**src/rtl/riscv_exc_responder.sv**
```systemverilog
// Exception request/acknowledge responder for the ID-stage controller.
// Drains the LSU, acknowledges, saves EPC/cause and redirects the PC.
module riscv_exc_responder #(
    parameter int unsigned DRAIN_MAX = 15
) (
    input  logic        clk,
    input  logic        rst_n,
    input  logic        exc_req_i,
    output logic        exc_ack_o,
    input  logic [1:0]  exc_pc_mux_i,
    input  logic [5:0]  exc_cause_i,
    input  logic        eret_insn_i,
    input  logic [31:0] pc_id_i,
    input  logic        data_req_pending_i,
    input  logic        dbg_halt_i,
    output logic        halt_if_o,
    output logic        halt_id_o,
    output logic        pc_set_o,
    output logic        pc_sel_o,
    output logic [1:0]  exc_pc_mux_o,
    output logic [31:0] epc_o,
    output logic [5:0]  cause_o,
    output logic        csr_save_o,
    output logic        csr_restore_o,
    output logic        drain_timeout_o
);

    typedef enum logic [1:0] {
        IDLE,
        DRAIN,
        JUMP,
        RET
    } state_e;

    localparam logic [3:0] CNT_MAX = 4'(DRAIN_MAX);

    state_e      state_q, state_d;
    logic [3:0]  cnt_q, cnt_d;
    logic [31:0] epc_q, epc_d;
    logic [5:0]  cause_q, cause_d;
    logic [1:0]  mux_q, mux_d;

    logic ack, save, restore, tmo;
    logic pc_set, pc_sel, hif, hid;
    logic cnt_max;

    always_comb begin
        state_d = state_q;
        cnt_d   = cnt_q;
        epc_d   = epc_q;
        cause_d = cause_q;
        mux_d   = mux_q;
        ack     = 1'b0;
        save    = 1'b0;
        restore = 1'b0;
        tmo     = 1'b0;
        pc_set  = 1'b0;
        pc_sel  = 1'b0;
        hif     = 1'b0;
        hid     = 1'b0;
        cnt_max = (cnt_q == CNT_MAX);

        unique case (state_q)
            IDLE: begin
                if (exc_req_i) begin
                    epc_d   = pc_id_i;
                    cause_d = exc_cause_i;
                    mux_d   = exc_pc_mux_i;
                    cnt_d   = 4'd0;
                    if (!data_req_pending_i && !dbg_halt_i) begin
                        ack     = 1'b1;
                        save    = 1'b1;
                        state_d = JUMP;
                    end else begin
                        hif     = 1'b1;
                        hid     = 1'b1;
                        state_d = DRAIN;
                    end
                end else if (eret_insn_i) begin
                    state_d = RET;
                end
            end
            DRAIN: begin
                hif = 1'b1;
                hid = 1'b1;
                if (!cnt_max) cnt_d = cnt_q + 4'd1;
                // Debug halt overrides both the normal drain and the timeout
                if (!dbg_halt_i && (!data_req_pending_i || cnt_max)) begin
                    ack     = 1'b1;
                    save    = 1'b1;
                    tmo     = data_req_pending_i;
                    state_d = JUMP;
                end
            end
            JUMP: begin
                pc_set  = 1'b1;
                hif     = 1'b1;
                state_d = IDLE;
            end
            RET: begin
                pc_set  = 1'b1;
                pc_sel  = 1'b1;
                restore = 1'b1;
                hif     = 1'b1;
                state_d = IDLE;
            end
            default: state_d = IDLE;
        endcase

        // Reset must silence the combinational IDLE-path pulses too
        if (!rst_n) begin
            ack     = 1'b0;
            save    = 1'b0;
            restore = 1'b0;
            tmo     = 1'b0;
            pc_set  = 1'b0;
            pc_sel  = 1'b0;
            hif     = 1'b0;
            hid     = 1'b0;
        end
    end

    always_ff @(posedge clk or negedge rst_n) begin
        if (!rst_n) begin
            state_q <= IDLE;
            cnt_q   <= 4'd0;
            epc_q   <= 32'd0;
            cause_q <= 6'd0;
            mux_q   <= 2'd0;
        end else begin
            state_q <= state_d;
            cnt_q   <= cnt_d;
            epc_q   <= epc_d;
            cause_q <= cause_d;
            mux_q   <= mux_d;
        end
    end

    assign exc_ack_o       = ack;
    assign csr_save_o      = save;
    assign csr_restore_o   = restore;
    assign drain_timeout_o = tmo;
    assign pc_set_o        = pc_set;
    assign pc_sel_o        = pc_sel;
    assign halt_if_o       = hif;
    assign halt_id_o       = hid;
    assign exc_pc_mux_o    = mux_q;
    assign epc_o           = epc_q;
    assign cause_o         = cause_q;

endmodule

```
**config.mk**
```make
export PLATFORM = sky130hd
export DESIGN_NAME = riscv_exc_responder
export DESIGN_NICKNAME = d
export VERILOG_FILES = /design/src/rtl/riscv_exc_responder.sv
export SDC_FILE = /design/constraint.sdc
export NUM_CORES = 1
export LEC_CHECK = 0
export ABC_AREA = 1
export ABC_CLOCK_PERIOD_IN_PS = 1550
export BUFFER_PORTS_ARGS = -buffer_cell sky130_fd_sc_hd__buf_2
export CORE_MARGIN = 5
export CORE_UTILIZATION = 46
export DETAILED_ROUTE_END_ITERATION = 6
export PLACE_DENSITY = 0.89
export SYNTH_ARGS = -nofsm -noshare
export SYNTH_HDL_FRONTEND = slang
export SYNTH_SLANG_ARGS = --single-unit
```
**constraint.sdc**
```tcl
create_clock -name clk -period 1.55 [get_ports clk]
set_input_delay 0.2325 -clock clk [delete_from_list [all_inputs] [get_ports clk]]
set_output_delay 0.2325 -clock clk [all_outputs]
set_load 0.01 [all_outputs]
```
==> results.py <==
metrics = {
    "outcome": {
        "status": "complete, but fails checks",
        "violations": "negative setup slack",
    },
    "clock_tree": {
        "cts.clk_slew.worst_paths_ps": 80,
        "cts_tree": "built",
        "clk_latency_ps": 290,
        "cts-htree-levels": 2,
        "cts-buffers-inserted": 5,
        "cts_sinks": 46,
        "clockRootBuffer": "clkbuf_8",
        "clk_path_buf_depth": 2,
    },
    "setup_path": {
        "cp.required_ps": 1320,
        "cp-end-kind": "primary output",
        "path_class": "flip-flop to primary output",
        "startpoint_type": "flip-flop",
        "cp.arrival_ps": 1400,
        "cp_max_fo": 2,
    },
    "timing": {
        "final.setup.tns_ps": -179,
        "maxSlewViolCount": 0,
        "finalCriticalPeriod_ps": 1630,
        "slew_headroom_pct": 72.7,
        "skew_ps": 1.18,
        "finalSetupViolCount": 3,
        "hold_viol_final": 0,
        "fin_crit_sh_pct": 105,
        "rsz0062_at_grt": "true",
        "max_freq_ghz": 0.614,
        "layout_setup_ws_ps": -78.2,
        "worst_pin_slew_ps": 410,
    },
    "cells_and_area": {
        "num_antenna_cells": 0,
        "drive_above_1_share_pct": 39.0,
        "nFillCells": 380,
        "final_core_util_pct": 63.7,
        "stdcell_count": 393,
        "area_growth_pct": 35.2,
        "finalNetCount": 388,
    },
    "routing": {
        "viasPerCell": 4.87,
        "drt-initial-drc-count": 46,
        "ant_nets": 0,
        "via_count": 1914,
        "drt_drc_violations_left": 0,
        "wl_per_cell_um": 12.9,
        "drt_wl_total_um": 5080,
        "dr.pass1.iters": 4,
    },
    "synth": {
        "yosysUniqueCellTypes": 16,
        "synthTopCellsByArea": "dfrtp_1, nand2_1, nand3_1, buf_6, nor2_1",
        "synth_warnings": 0,
        "syn-instance-count": 234,
        "syn_avg_cell_area_um2": 8.70,
        "syn_area_um2": 2040,
        "syn_nets": 281,
        "yosys.area.top_type": "dfrtp_1",
        "ys_seq_area_share_pct": 56.5,
        "synth_top_area_share_pct": 56.5,
        "synth-seq-cells": 46,
    },
    "floorplan": {
        "row_count": 24,
        "die_w_um": 76.5,
        "dieArea_um2": 5860,
        "fp.dieH_um": 76.5,
        "initial_core_util_pct": 47.1,
        "num_io_pins": 94,
        "core_area_um2": 4320,
    },
    "placed_design": {
        "preCtsSetupSlack_ps": 86.5,
        "gp_congestion": 0.733,
        "hpwlAfterDp_um": 3750,
        "post-place-cells": 372,
        "port_buffers": 93,
    },
    "global_route": {
        "grt_overflow": 0,
        "grt_first_pass_wirelength_um": 8740,
        "antenna_found_initial": 0,
        "track_usage_pct": 17.8,
        "grt_pass1_vias": 1950,
        "grt_max_degree": 45,
    },
    "pwr": {
        "p_per_area_nw_per_um2": 1940,
        "p_total_uw": 5340,
        "p_leak_uw": 0.00160,
        "ir_worst_vdd_mv": 1.15,
    },
    "job": {
        "cap_violations": 0,
    },
    "min_path": {
        "hp-class": "input port to flip-flop",
    },
}
[cells in the mapped netlist]
| master | n |
|---|---|
| a21oi_1 | 4 |
| buf_2 | 5 |
| buf_4 | 2 |
| buf_6 | 9 |
| dfrtp_1 | 46 |
| ha_1 | 1 |
| inv_1 | 8 |
| nand2_1 | 94 |
| nand2_2 | 1 |
| nand3_1 | 49 |
| nand4_1 | 1 |
| nor2_1 | 9 |
| nor2_2 | 1 |
| nor2_4 | 1 |
| o21ai_0 | 2 |
| xnor2_1 | 1 |
[cells in the final DEF (no fill, tap or decap)]
cell type      count
dlygate4sd3_1      2
o21ai_0            2
buf_4             20
dfrtp_1           45
nor2_4             2
nand2_2            2
ha_2               1
buf_6              1
a21oi_1            2
nand4_1            1
xnor2_1            1
nor2_1             9
clkbuf_8           6
a21oi_2            2
inv_1              7
inv_2              1
nand3_1           46
nand3_2            3
dfrtp_2            1
bufinv_16          1
nand2_1           93
buf_2             93
[stage by stage]
stage	instance area [um^2]	hold slack, ps
floorplan	2040	-63.1
global placement	2500	106
detailed placement	2500	110
CTS	2700	152
global route	2750	173
finish	2750	167
[power by group]
part	total [uW]	switching [uW]	leakage, uW	internal (uW)
registers	2080	316	0.000574	1760
logic	2380	1380	0.000973	998
clock network	885	370	0.0000573	516
[final cells by class]
| class | instances | area [um^2] | area share [%] |
|---|---|---|---|
| Sequential cell | 46 | 1150 | 41.9 |
| Multi-Input combinational cell | 164 | 746 | 27.1 |
| Timing Repair Buffer | 116 | 647 | 23.5 |
| Clock buffer | 6 | 82.6 | 3.00 |
| Tap cell | 52 | 65.1 | 2.36 |
| Clock inverter | 1 | 30.0 | 1.09 |
| Inverter | 8 | 30.0 | 1.09 |
[critical path, cell delays in order, from the launching register on]
cell     delay [ps]
dfrtp_1         370
ha_2            200
nand3_2         100
nand2_2          90
nand3_2          80
a21oi_2         130
buf_2           140
[worst paths after layout]
kind	cells after the start	to	slack [ps]	startpoint
min reg2reg	2	epc_o[15]$_DFFE_PN0P_	470	epc_o[15]$_DFFE_PN0P_
max in group asynchronous	3	epc_o[13]$_DFFE_PN0P_	750	rst_n
max reg2reg	6	cnt_q[2]$_DFFE_PN0P_	100	state_q[0]$_DFFE_PN0P_
min	3	epc_o[23]$_DFFE_PN0P_	170	pc_id_i[23]
max	6	csr_save_o	-80	cnt_q[1]$_DFFE_PN0P_
min in group asynchronous	2	state_q[0]$_DFFE_PN0P_	420	rst_n
[registers in the layout (all words and copies together), names as in the netlist]
register / cells
state_q: 2
epc_o: 32
cause_o: 6
cnt_q: 4
exc_pc_mux_o: 2
[metal layers]
layer | global-route usage [%] | up-vias | share of wire [%]
li1 | - | 955 | -
met2 | 29.9 | 77 | 48
met1 | 21.0 | 873 | 41
met3 | 5.67 | 9 | 9.1
met4 | 6.99 | 0 | 1.6
met5 | 0 | - | 0
[cells by family (layout without fill, tap and decap cells)]
group	Yosys count	in the layout	synth area share (%)
adders and majority gates	1	1	0.615
and+or+nand+nor	156	156	32.5
xor gates and xnor gates	1	1	0.430
AOI/OAI and AO/OA	6	6	1.48
DFF	46	46	56.5
buffers and inverters	24	131	8.42
[what timing repair did]
action                                  CTS  global route
resized for setup                         7             3
hold buffers                              2             0
endpoints found under the setup margin    5             5
setup buffers                             6             6
endpoints found under the hold margin     7             0
pin swaps                                 5             6
Note: power is estimated with default switching activity, not from simulation.
